$ cat config.mk
export PLATFORM = sky130hd
export DESIGN_NAME = tristate_bus_arbiter
export DESIGN_NICKNAME = d
export VERILOG_FILES = /design/src/rtl/tristate_bus_arbiter.sv
export SDC_FILE = /design/constraint.sdc
export NUM_CORES = 1
export LEC_CHECK = 0
export ABC_AREA = 1
export BUFFER_PORTS_ARGS = -buffer_cell sky130_fd_sc_hd__buf_4
export CAP_MARGIN = 0
export CORE_ASPECT_RATIO = 0.9
export CORE_MARGIN = 1.5
export CORE_UTILIZATION = 54
export DETAILED_ROUTE_END_ITERATION = 8
export HOLD_SLACK_MARGIN = 0.06
export PLACE_DENSITY = 0.68
export RECOVER_POWER = 25
export SLEW_MARGIN = 5
export SYNTH_ARGS = -nofsm -noshare
export SYNTH_HDL_FRONTEND = slang
export SYNTH_SLANG_ARGS = --single-unit
$ cat constraint.sdc
create_clock -name clk -period 3.3 [get_ports clk]
set_input_delay 0.165 -clock clk [delete_from_list [all_inputs] [get_ports clk]]
set_output_delay 0.165 -clock clk [all_outputs]
set_load 0.01 [all_outputs]
$ cat src/rtl/tristate_bus_arbiter.sv
// Round-robin arbiter driving one-hot-or-zero tristate output enables.
// Every new grant is preceded by an all-off turnaround gap.
module tristate_bus_arbiter #(
  parameter int N_REQ      = 4,
  parameter int TURNAROUND = 1,
  parameter int MAX_HOLD   = 8
) (
  input  logic                     clk,
  input  logic                     rst_n,
  input  logic [N_REQ-1:0]         req,
  output logic [N_REQ-1:0]         oe,
  output logic [$clog2(N_REQ)-1:0] owner,
  output logic                     busy,
  output logic                     preempt
);

  localparam int IW = $clog2(N_REQ);
  localparam logic [3:0] LP_TURN = 4'(TURNAROUND);
  localparam logic [7:0] LP_HOLD = 8'(MAX_HOLD);

  typedef enum logic [1:0] {
    S_IDLE,
    S_TURN,
    S_OWN
  } state_t;

  state_t           r_state;
  logic [N_REQ-1:0] r_oe;
  logic [IW-1:0]    r_owner;
  logic [IW-1:0]    r_ptr;
  logic             r_busy;
  logic             r_preempt;
  logic [3:0]       r_turn;
  logic [7:0]       r_hold;

  logic [IW-1:0]    w_nxt;
  logic [IW:0]      w_arb_p;
  logic [IW:0]      w_arb_n;
  logic             w_others;
  logic             w_pre;

  // First requester at or after base, wrapping; MSB flags a hit.
  function automatic logic [IW:0] f_arb(
    input logic [N_REQ-1:0] r,
    input logic [IW-1:0]    base
  );
    logic [IW:0] res;
    int          idx;
    res = '0;
    for (int i = N_REQ - 1; i >= 0; i--) begin
      idx = int'(base) + i;
      if (idx >= N_REQ) idx = idx - N_REQ;
      if (r[idx]) res = {1'b1, IW'(idx)};
    end
    return res;
  endfunction

  // Next pointer after the owner, arbitration candidates, preempt test.
  always_comb begin
    w_nxt = r_owner + 1'b1;
    if (r_owner == IW'(N_REQ - 1)) w_nxt = '0;
    w_arb_p  = f_arb(req, r_ptr);
    w_arb_n  = f_arb(req, w_nxt);
    w_others = |(req & ~(N_REQ'(1) << r_owner));
    w_pre    = (LP_HOLD != 8'd0) && (r_hold == LP_HOLD) && w_others;
  end

  // Arbitration FSM with registered enables and status.
  always_ff @(posedge clk) begin
    if (!rst_n) begin
      r_state   <= S_IDLE;
      r_oe      <= '0;
      r_owner   <= '0;
      r_ptr     <= '0;
      r_busy    <= 1'b0;
      r_preempt <= 1'b0;
      r_turn    <= '0;
      r_hold    <= '0;
    end else begin
      r_preempt <= 1'b0;
      unique case (r_state)
        S_IDLE: begin
          if (w_arb_p[IW]) begin
            r_owner <= w_arb_p[IW-1:0];
            r_turn  <= LP_TURN;
            r_busy  <= 1'b1;
            r_state <= S_TURN;
          end
        end
        S_TURN: begin
          if (r_turn > 4'd1) begin
            r_turn <= r_turn - 4'd1;
          end else if (req[r_owner]) begin
            r_oe    <= N_REQ'(1) << r_owner;
            r_hold  <= 8'd1;
            r_state <= S_OWN;
          end else if (w_arb_p[IW]) begin
            r_owner <= w_arb_p[IW-1:0];
            r_turn  <= LP_TURN;
          end else begin
            r_busy  <= 1'b0;
            r_state <= S_IDLE;
          end
        end
        S_OWN: begin
          if (!req[r_owner] || w_pre) begin
            // A plain release wins over a coincident preempt.
            r_oe      <= '0;
            r_ptr     <= w_nxt;
            r_preempt <= req[r_owner];
            if (w_arb_n[IW]) begin
              r_owner <= w_arb_n[IW-1:0];
              r_turn  <= LP_TURN;
              r_state <= S_TURN;
            end else begin
              r_busy  <= 1'b0;
              r_state <= S_IDLE;
            end
          end else if (LP_HOLD != 8'd0 && r_hold == LP_HOLD) begin
            r_hold <= 8'd1;
          end else if (r_hold != 8'hFF) begin
            r_hold <= r_hold + 8'd1;
          end
        end
        default: begin
          r_oe    <= '0;
          r_busy  <= 1'b0;
          r_state <= S_IDLE;
        end
      endcase
    end
  end

  assign oe      = r_oe;
  assign owner   = r_owner;
  assign busy    = r_busy;
  assign preempt = r_preempt;

endmodule

==> metrics, run 1 <==
Worst Path Buf+Inv=3; first-pass GRT wire length=9108 um; Hold WS=0.1860 ns; status=completed; Ys Warns=0; number of synthesized flops with an enable pin=0; Routed Antenna Nets=0; startpoint types=register; crit-path cells=inv_2 > ha_1 > inv_1 > nand2_1 > nand2_1 > nand2_1 > nand2_1 > inv_1 > nand3_2 > nand3_1 > nand2_1 > a21oi_1; Port Buf Inserts=13; Total Wirelength=5274 um; stages on the worst setup path=12; Clock Sink Count=24; fin crit period=2.327 ns; period utilization=70.52%; FP Rows=22; P per Cell Area=735.6 nW/um^2; CP peak stage delay=0.69 ns; Num CTS Buffers=3; clk root buf=clkbuf_8; R2R cell count=12; Cells after Synth=379; FILL cells=426; CTS tree=done; largest net degree at the start of global routing=17; required time of the critical path=3.51 ns; top-area cell type share of the netlist area=23.57%; Flop pwr share=24.7%; Syn Nets=398; setup-violating endpoint count in the final report=0; core area=4074 um^2; die area=4616 um^2; GRT Util Overall=24.62%; Async SR Flop Fraction=0%; Starting DRT DRC Count=102; P&R area growth vs syn=6.264%; HP Class=in -> reg; max_slew headroom=62.63%; layout cells sized above 1=10.85%; drt wl/cell=12.12 um; CP arrival=2.53 ns; post-cts sizing count=0; later-pin clock latency in the skew report=0.27 ns; Post-Synthesis Cell Area=2277 um^2; most used cell, CP=nand2_1; Worst Hold Depth=3; Top delay family on crit path=flip-flops; Leak Pwr=1.196 nW; initial antenna violation count=0; Pre-antenna DRT Iters=6; Post-route DRC=0; via count=2256; CTS Buffer Depth=2; n_diodes=0; Hold-fix buffers, CTS=0; peak supply drop=506.4 uV; RSZ-0062 raised after global routing=false; Hold Crit Endpoint=r_hold[0]$_SDFFE_PN0P_; DR vias/cell=5.186; final hold violations=0; sequential fraction of the synthesis area=21.10%; global placer's final weighted congestion=0.8390; Layout Nets=407; clock share of power=15.2%; top cells by count, synth=nand2_1 (143), inv_1 (46), nor2_1 (34), dfxtp_1 (24), nand3_1 (24); CTS H-tree lvls=1; top-count cell post-synth=nand2_1; Max Slew Vio Count=0; multi-input combinational cell area=1556 um^2; number of synthesized register bits=24; reg-to-reg endpoint=r_turn[0]$_SDFFE_PN0P_; reg-to-reg slack, setup=0.97 ns; Die Width=71.45 um; Initial Utilization=55.90%; post-CTS setup buffers=0; Worst Max-Slew Pin Slew=0.5598 ns; sw power=896.2 uW; reg-to-reg startpoint=owner[0]$_SDFFE_PN0P_; hpwl dp=4132 um; CP endpoint kind=register; Reg area=480.5 um^2; grt ovf=0; crit path kind=reg -> reg; syn_area_per_cell=6.008 um^2; Clock Skew=0.004112 ns; Max-Cap Viols=0; Synth cell types=35; design area=2420 um^2; Hold Crit Start=rst_n; Synth area leader=nand2_1; Top FF cell, synth=dfxtp_1; crit-path max FO=14; Chip Height=64.61 um; Area contributors post-synth=nand2_1 (24%), dfxtp_1 (21%), inv_1 (7.6%); IO Pins=14; number of global-route vias before repair=2002; Comb power frac=60.1%; Peak Freq=0.4297 GHz; setup_tns=0 ns; clk slew on worst S/H paths=0.10 ns; internal power=883.8 uW; dpl cell area=2379 um^2; Slowest cell on crit path=dfxtp_1; switching share of power=50.35%
final cells by class:
| cell class | instances | area share (%) |
|---|---|---|
| tap | 48 | 2.482 |
| sequential | 24 | 19.86 |
| multi-input combinational | 297 | 64.32 |
| clock buffer | 3 | 1.706 |
| timing repair buffer | 13 | 2.792 |
| inverter | 49 | 7.601 |
| clock inverter | 1 | 1.241 |
power groups by stage:
stage	Combinational (mW)	Sequential, mW	Clock (mW)
after global placement	1.09	0.444	0
after global routing	1.23	0.452	0.281
after CTS	1.10	0.440	0.272
after floorplan	0.866	0.436	0
final	1.07	0.440	0.270
after detailed placement	1.09	0.447	0
layout by cell type, fill, tap and decap left out, types with 6 or more instances in the layout:
cell type | netlist | routed
nand2_1 | 143 | 143
inv_1 | 46 | 46
nor2_1 | 34 | 34
nand3_1 | 24 | 24
dfxtp_1 | 24 | 24
a21oi_1 | 18 | 18
ha_1 | 13 | 13
nand4_1 | 11 | 11
nand2_2 | 8 | 8
clkbuf_1 | 3 | 8
nor2_2 | 7 | 7
o21ai_0 | 6 | 6
worst reg2reg max path, cell delays in order (launching register included):
cell     delay (ns)
dfxtp_1        0.69
inv_2          0.18
ha_1           0.42
inv_1          0.09
nand2_1        0.09
nand2_1        0.05
nand2_1        0.09
nand2_1        0.06
inv_1          0.09
nand3_2        0.12
nand3_1        0.17
nand2_1        0.07
a21oi_1        0.15
worst max path at each step:
| stage | startpoint | endpoint | slack [ns] |
|---|---|---|---|
| after floorplan | owner[1]$_SDFFE_PN0P_ | busy$_SDFFE_PN0P_ | 1.43 |
| after global placement | owner[0]$_SDFFE_PN0P_ | r_turn[3]$_SDFFE_PN0P_ | 1.05 |
| after detailed placement | owner[0]$_SDFFE_PN0P_ | r_turn[1]$_SDFFE_PN0P_ | 1.00 |
| after CTS | owner[0]$_SDFFE_PN0P_ | r_turn[0]$_SDFFE_PN0P_ | 0.98 |
| after global routing | owner[0]$_SDFFE_PN0P_ | r_turn[2]$_SDFFE_PN0P_ | 0.74 |
| final | owner[0]$_SDFFE_PN0P_ | r_turn[0]$_SDFFE_PN0P_ | 0.97 |
sequential cells by signal, indices dropped and copies added (netlist names):
name / flops
busy: 1
owner: 2
r_turn: 4
r_hold: 8
oe: 4
r_state: 2
preempt: 1
r_ptr: 2
per-layer routing:
metal	GRT usage [%]	part of all wire, %
met4	5.425	1.0
met3	2.644	4.1
met5	0	0
met1	35.47	51
met2	39.72	44
cell families (layout without fill, tap and decap cells):
kind of cell    after synthesis  after routing  synth area share, %
simple gates                247            247                51.15
flops                        24             24                21.10
fa+ha+maj                    13             13                7.143
compound gates               33             33                8.517
buf+inv                      58             66                10.55
xor+xnor                      4              4                1.539
metrics by stage:
| stage | setup WS (ns) | total power [mW] | util, % | std cells |
|---|---|---|---|---|
| after global routing | 0.7446 | 1.961 | 59.40 | 435 |
| after global placement | 1.052 | 1.534 | 58.38 | 431 |
| final | 0.9729 | 1.780 | 59.40 | 435 |
| after detailed placement | 1.004 | 1.542 | 58.38 | 431 |
| after CTS | 0.9846 | 1.814 | 60.14 | 435 |
| after floorplan | 1.425 | 1.302 | - | 379 |
Power figures use the tool's default switching activity.
==> run 2: changes to the inputs <==
- clock period: 3.3 -> 2.3 ns (I/O delays scaled with it)
==> run 2 against run 1 <==
Compared with the run above: first-iteration DRC count increased by 5.9%; non-clock buffer count up 4; sequential cell count is the same; clock power is 37% higher; sequential power rose by 40%; critical endpoint unchanged.
==> metrics, run 2 (synthesized netlist as in run 1, its figures left out) <==
FP Rows=22 (unchanged); Max-Cap Viols=0 (unchanged); Clock Sink Count=24 (unchanged); RSZ-0062 raised after global routing=false; Hold-fix buffers, CTS=0 (unchanged); HP Class=in -> reg; post-layout util=60.14% (+0.74 points); layout cells sized above 1=11.76% (+0.91 points); Leak Pwr=1.217 nW (+1.8%); startpoint types=register; IO Pins=14 (unchanged); clk root buf=clkbuf_8; n_diodes=0 (unchanged); crit path kind=reg -> reg; Layout Nets=411 (+0.98%); setup-violating endpoint count in the final report=0 (unchanged); GR met3 Demand/Resource=3.266% (+0.62 points); GRT Util Overall=24.18% (-0.44 points); CTS Buffer Depth=2 (unchanged); post-CTS setup buffers=0 (unchanged); die area=4616 um^2 (unchanged); CP peak stage delay=0.48 ns (-0.21 ns); Initial Utilization=55.90% (unchanged); Routed Antenna Nets=0 (unchanged); final hold violations=0 (unchanged); Slowest cell on crit path=dfxtp_1; CP endpoint kind=register; Hold WS=0.1439 ns (-0.04217 ns); largest net degree at the start of global routing=17 (unchanged); core area=4074 um^2 (unchanged); status=completed; Peak Freq=0.4742 GHz (+10%); clk slew on worst S/H paths=0.09 ns (about the same); grt ovf=0 (unchanged); first-pass GRT wire length=9059 um (-0.54%); Starting DRT DRC Count=108 (+5.9%); peak supply drop=617.4 uV (+22%); routing usage on met1=35.02% (-0.45 points); P&R area growth vs syn=7.582%; Post-route DRC=0 (unchanged); Total Wirelength=5237 um (-0.70%); Tot Pwr=2.578 mW (+45%); period utilization=91.68% (+21 points); Worst Max-Slew Pin Slew=0.5318 ns (-0.02803 ns); DR vias/cell=5.153 (-0.65%); global placer's final weighted congestion=0.9197 (+9.6%); Clock Skew=0.008492 ns (+0.004380 ns); Num CTS Buffers=3 (unchanged); most frequent cells in the layout=nand2_1 (143), inv_1 (46), nor2_1 (34); GR peak layer=met2; CTS tree=done; most used cell, CP=nand2_1; Pre-antenna DRT Iters=6 (unchanged); FILL cells=408 (-4.2%); Chip Height=64.61 um (unchanged); max_slew headroom=64.51% (+1.9 points); largest register by flop count=r_hold; max reg flops=8 (unchanged); crit-path max FO=6 (-8); leading cell type in the layout, fill and taps excluded=nand2_1; P per Cell Area=1052 nW/um^2 (+43%); CP arrival=2.30 ns (-0.23 ns); setup_tns=0 ns (unchanged); grt met2 use=38.79% (-0.93 points); CTS H-tree lvls=1 (unchanged); Port Buf Inserts=13 (unchanged); Max Slew Vio Count=0 (unchanged); via count=2262 (+0.27%); Die Width=71.45 um (unchanged); post-cts sizing count=0 (unchanged); number of global-route vias before repair=2020 (+0.90%); initial antenna violation count=0 (unchanged); crit-path cells=inv_1 > ha_1 > inv_1 > nand2_1 > nand2_1 > nand2_1 > nand2_1 > inv_1 > nand3_2 > nand3_1 > nand2_1 > a21oi_1; drt wl/cell=11.93 um (-1.6%); hpwl dp=4101 um (-0.77%); required time of the critical path=2.49 ns (-1.02 ns); later-pin clock latency in the skew report=0.27 ns (about the same); fin crit period=2.109 ns (-0.2184 ns)
[run 2: cell types whose count changed in the layout (fill, tap and decap cells not counted)]
cell	before	now
buf_4	5	9
[run 2: worst max-delay path: cells and delay by family, from the launching register on]
| family | cells | cell delay (ns) |
|---|---|---|
| compound gates | 1 | 0.13 |
| fa+ha+maj | 1 | 0.40 |
| buf+inv | 3 | 0.36 |
| flops | 1 | 0.48 |
| simple gates | 7 | 0.67 |
[run 2: stage by stage]
step / cells / cell area (um^2) / worst slack, ns
2_1_floorplan: 379 / 2277 / 0.4253
3_3_place_gp: 435 / 2409 / 0.3628
3_5_place_dp: 435 / 2409 / 0.2728
4_1_cts: 439 / 2480 / 0.2399
5_1_grt: 439 / 2450 / 0.01213
6_report: 439 / 2450 / 0.1913
[run 2: area by class of cell]
type / count / area [um^2] / share of cell area [%]
sequential: 24 / 480.5 / 19.61
clock inverter: 1 / 30.03 / 1.226
clock buffer: 3 / 41.29 / 1.685
timing repair buffer: 17 / 97.59 / 3.984
multi-input combinational: 297 / 1556 / 63.53
inverter: 49 / 183.9 / 7.508
tap: 48 / 60.06 / 2.451
[run 2: worst paths after layout]
kind	endpoint	cells past startpoint	slack [ns]	startpoint
max	r_turn[0]$_SDFFE_PN0P_	12	0.19	owner[1]$_SDFFE_PN0P_
min	r_hold[0]$_SDFFE_PN0P_	3	0.14	rst_n
max reg2reg	r_turn[0]$_SDFFE_PN0P_	12	0.19	owner[1]$_SDFFE_PN0P_
min reg2reg	busy$_SDFFE_PN0P_	2	0.49	busy$_SDFFE_PN0P_
[run 2: power by group]
group,internal [mW],total (mW),switching [mW]
Clock,0.233,0.369,0.137
Combinational,0.544,1.60,1.05
Sequential,0.516,0.614,0.0972
Total,1.29,2.58,1.29
[run 2: routing by layer]
metal | vias up | share of wire (%)
li1 | 1215 | -
met4 | 0 | 0.82
met5 | - | 0
met3 | 4 | 3.8
met1 | 993 | 53
met2 | 50 | 42
==> run 3: changes to the inputs <==
- CORE_UTILIZATION: 54 -> 60
- PLACE_DENSITY: 0.68 -> 0.75
- RECOVER_POWER: 25 -> 100
==> run 3 against run 2 <==
Compared with the run above: clock skew shrank 0.0037 ns; clock power shrank 24%; worst hold slack gained 0.0060 ns; total power shrank 4.3%; combinational power is essentially flat; final cell count shrank 0.46%; largest cell class unchanged.
==> metrics, run 3 (synthesized netlist as in run 1, its figures left out) <==
status=completed; leading cell type in the layout, fill and taps excluded=nand2_1; Slowest cell on crit path=dfxtp_1; CTS H-tree lvls=1 (unchanged); Port Buf Inserts=13 (unchanged); Total Wirelength=5108 um (-2.5%); drt wl/cell=11.69 um (-2.0%); CP arrival=2.20 ns (-0.10 ns); first-pass GRT wire length=8245 um (-9.0%); final hold violations=0 (unchanged); post-layout util=65.61% (+5.5 points); P&R area growth vs syn=5.989%; Die Width=67.94 um (-4.9%); peak supply drop=803.4 uV (+30%); Clock Sink Count=24 (unchanged); reg-to-reg startpoint=owner[0]$_SDFFE_PN0P_; setup-violating endpoint count in the final report=0 (unchanged); Leak Pwr=1.214 nW (-0.31%); Chip Height=61.45 um (-4.9%); IO Pins=14 (unchanged); initial antenna violation count=0 (unchanged); Worst Hold Depth=3 (unchanged); hpwl dp=4036 um (-1.6%); largest register by flop count=r_hold; core area=3679 um^2 (-9.7%); CP peak stage delay=0.35 ns (-0.13 ns); Peak Freq=0.4841 GHz (+2.1%); CTS tree=done; crit path kind=reg -> reg; crit-path cells=buf_4 > ha_1 > inv_1 > nand2_1 > nand2_1 > inv_1 > nand2_1 > nand2_2 > nand3_1 > nand2_1 > nor3_2 > nand2_1 > nand2_1 > nor2_1; Initial Utilization=61.90% (+6.0 points); max_slew headroom=65.78% (+1.3 points); grt ovf=0 (unchanged); Pre-antenna DRT Iters=5 (-1); Worst Path Buf+Inv=3 (unchanged); clk slew on worst S/H paths=0.08 ns (about the same); RSZ-0062 raised after global routing=false; crit-path max FO=11 (+5); setup_tns=0 ns (unchanged); Tot Pwr=2.467 mW (-4.3%); Hold WS=0.1499 ns (+0.006004 ns); Max-Cap Viols=0 (unchanged); layout cells sized above 1=11.00% (-0.77 points); Hold Crit Endpoint=owner[1]$_SDFFE_PN0P_; die area=4175 um^2 (-9.6%); most frequent cells in the layout=nand2_1 (146), inv_1 (46), nor2_1 (34); Num CTS Buffers=3 (unchanged); period utilization=89.82% (-1.9 points); CP endpoint kind=register; FP Rows=21 (-4.5%); HP Class=in -> reg; Top delay family on crit path=simple AND/OR/NAND/NOR gates; Post-route DRC=0 (unchanged); n_diodes=0 (unchanged); GRT Util Overall=25.87% (+1.7 points); reg-to-reg slack, setup=0.23 ns (+0.04 ns); max reg flops=8 (unchanged); via count=2262 (unchanged); CTS Buffer Depth=2 (unchanged); R2R cell count=14 (+2); required time of the critical path=2.44 ns (-0.05 ns); P per Cell Area=1022 nW/um^2 (-2.9%); clk root buf=clkbuf_8; later-pin clock latency in the skew report=0.26 ns (about the same); number of global-route vias before repair=1840 (-8.9%); largest net degree at the start of global routing=17 (unchanged); Routed Antenna Nets=0 (unchanged); fin crit period=2.066 ns (-0.04293 ns); Layout Nets=411 (unchanged); Starting DRT DRC Count=149 (+38%); Max Slew Vio Count=0 (unchanged); most used cell, CP=nand2_1; startpoint types=register; DR vias/cell=5.176 (+0.46%); Worst Max-Slew Pin Slew=0.5127 ns (-0.01908 ns); global placer's final weighted congestion=0.8623 (-6.2%); reg-to-reg endpoint=oe[3]$_SDFFE_PN0P_; Hold Crit Start=rst_n; Clock Skew=0.004808 ns (-0.003685 ns)
==> run 3: changes by cell type in the layout (fill, tap and decap cells not counted), moves of 2 or more <==
| cell | before | now |
|---|---|---|
| nand2_1 | 143 | 146 |
| nand2_2 | 8 | 6 |
| nand3_1 | 24 | 26 |
| nand3_2 | 2 | 0 |
==> run 3: metrics by stage <==
step,instance area (um^2),setup WS (ns),cells
floorplan,2277,0.4253,379
global placement,2406,0.3739,433
detailed placement,2406,0.2828,433
CTS,2461,0.2656,437
global route,2414,0.05610,437
finish,2414,0.2342,437
==> run 3: per-layer routing <==
layer	wire [um]	GRT usage, %
met4	56	5.714
met2	2207	41.33
met1	2561	36.54
met5	0	0
met3	282	4.570
==> run 3: worst register-to-register path: cells and delay by family (launching register included) <==
family / cells / cell delay, ns
adder cells (fa/ha/maj): 1 / 0.24
AND/OR/NAND/NOR: 10 / 1.06
buffers and inverters: 3 / 0.28
flip-flops: 1 / 0.35
==> run 3: layout make-up <==
class,instances,area (um^2)
clock buffer,4,55.05
fill,374,1265
inverter,49,183.9
multi-input combinational,297,1534
sequential,24,481.7
tap,46,57.56
timing repair buffer,17,101.3
==> run 3: timing repair <==
action,4_1_cts,5_1_grt
hold endpoints to repair,0,0
buffers inserted,0,0
setup endpoints to repair,0,4
gates resized for setup,0,1
hold buffers,0,0
==> run 3: worst max-delay path by stage <==
stage                                  end  slack, ns                  start  cells past startpoint
floorplan                busy$_SDFFE_PN0P_       0.43  owner[1]$_SDFFE_PN0P_                     13
global placement     owner[1]$_SDFFE_PN0P_       0.37  owner[1]$_SDFFE_PN0P_                     11
detailed placement  r_turn[1]$_SDFFE_PN0P_       0.28  owner[1]$_SDFFE_PN0P_                     12
CTS                 r_turn[1]$_SDFFE_PN0P_       0.27  owner[1]$_SDFFE_PN0P_                     12
global route        r_turn[1]$_SDFFE_PN0P_       0.06  owner[1]$_SDFFE_PN0P_                     12
finish                  oe[3]$_SDFFE_PN0P_       0.23  owner[0]$_SDFFE_PN0P_                     14
==> run 3: where the power goes <==
| group | total, mW | switching (mW) | internal [mW] |
|---|---|---|---|
| clock | 0.282 | 0.129 | 0.153 |
| combinational | 1.58 | 1.04 | 0.537 |
| sequential | 0.610 | 0.0924 | 0.518 |
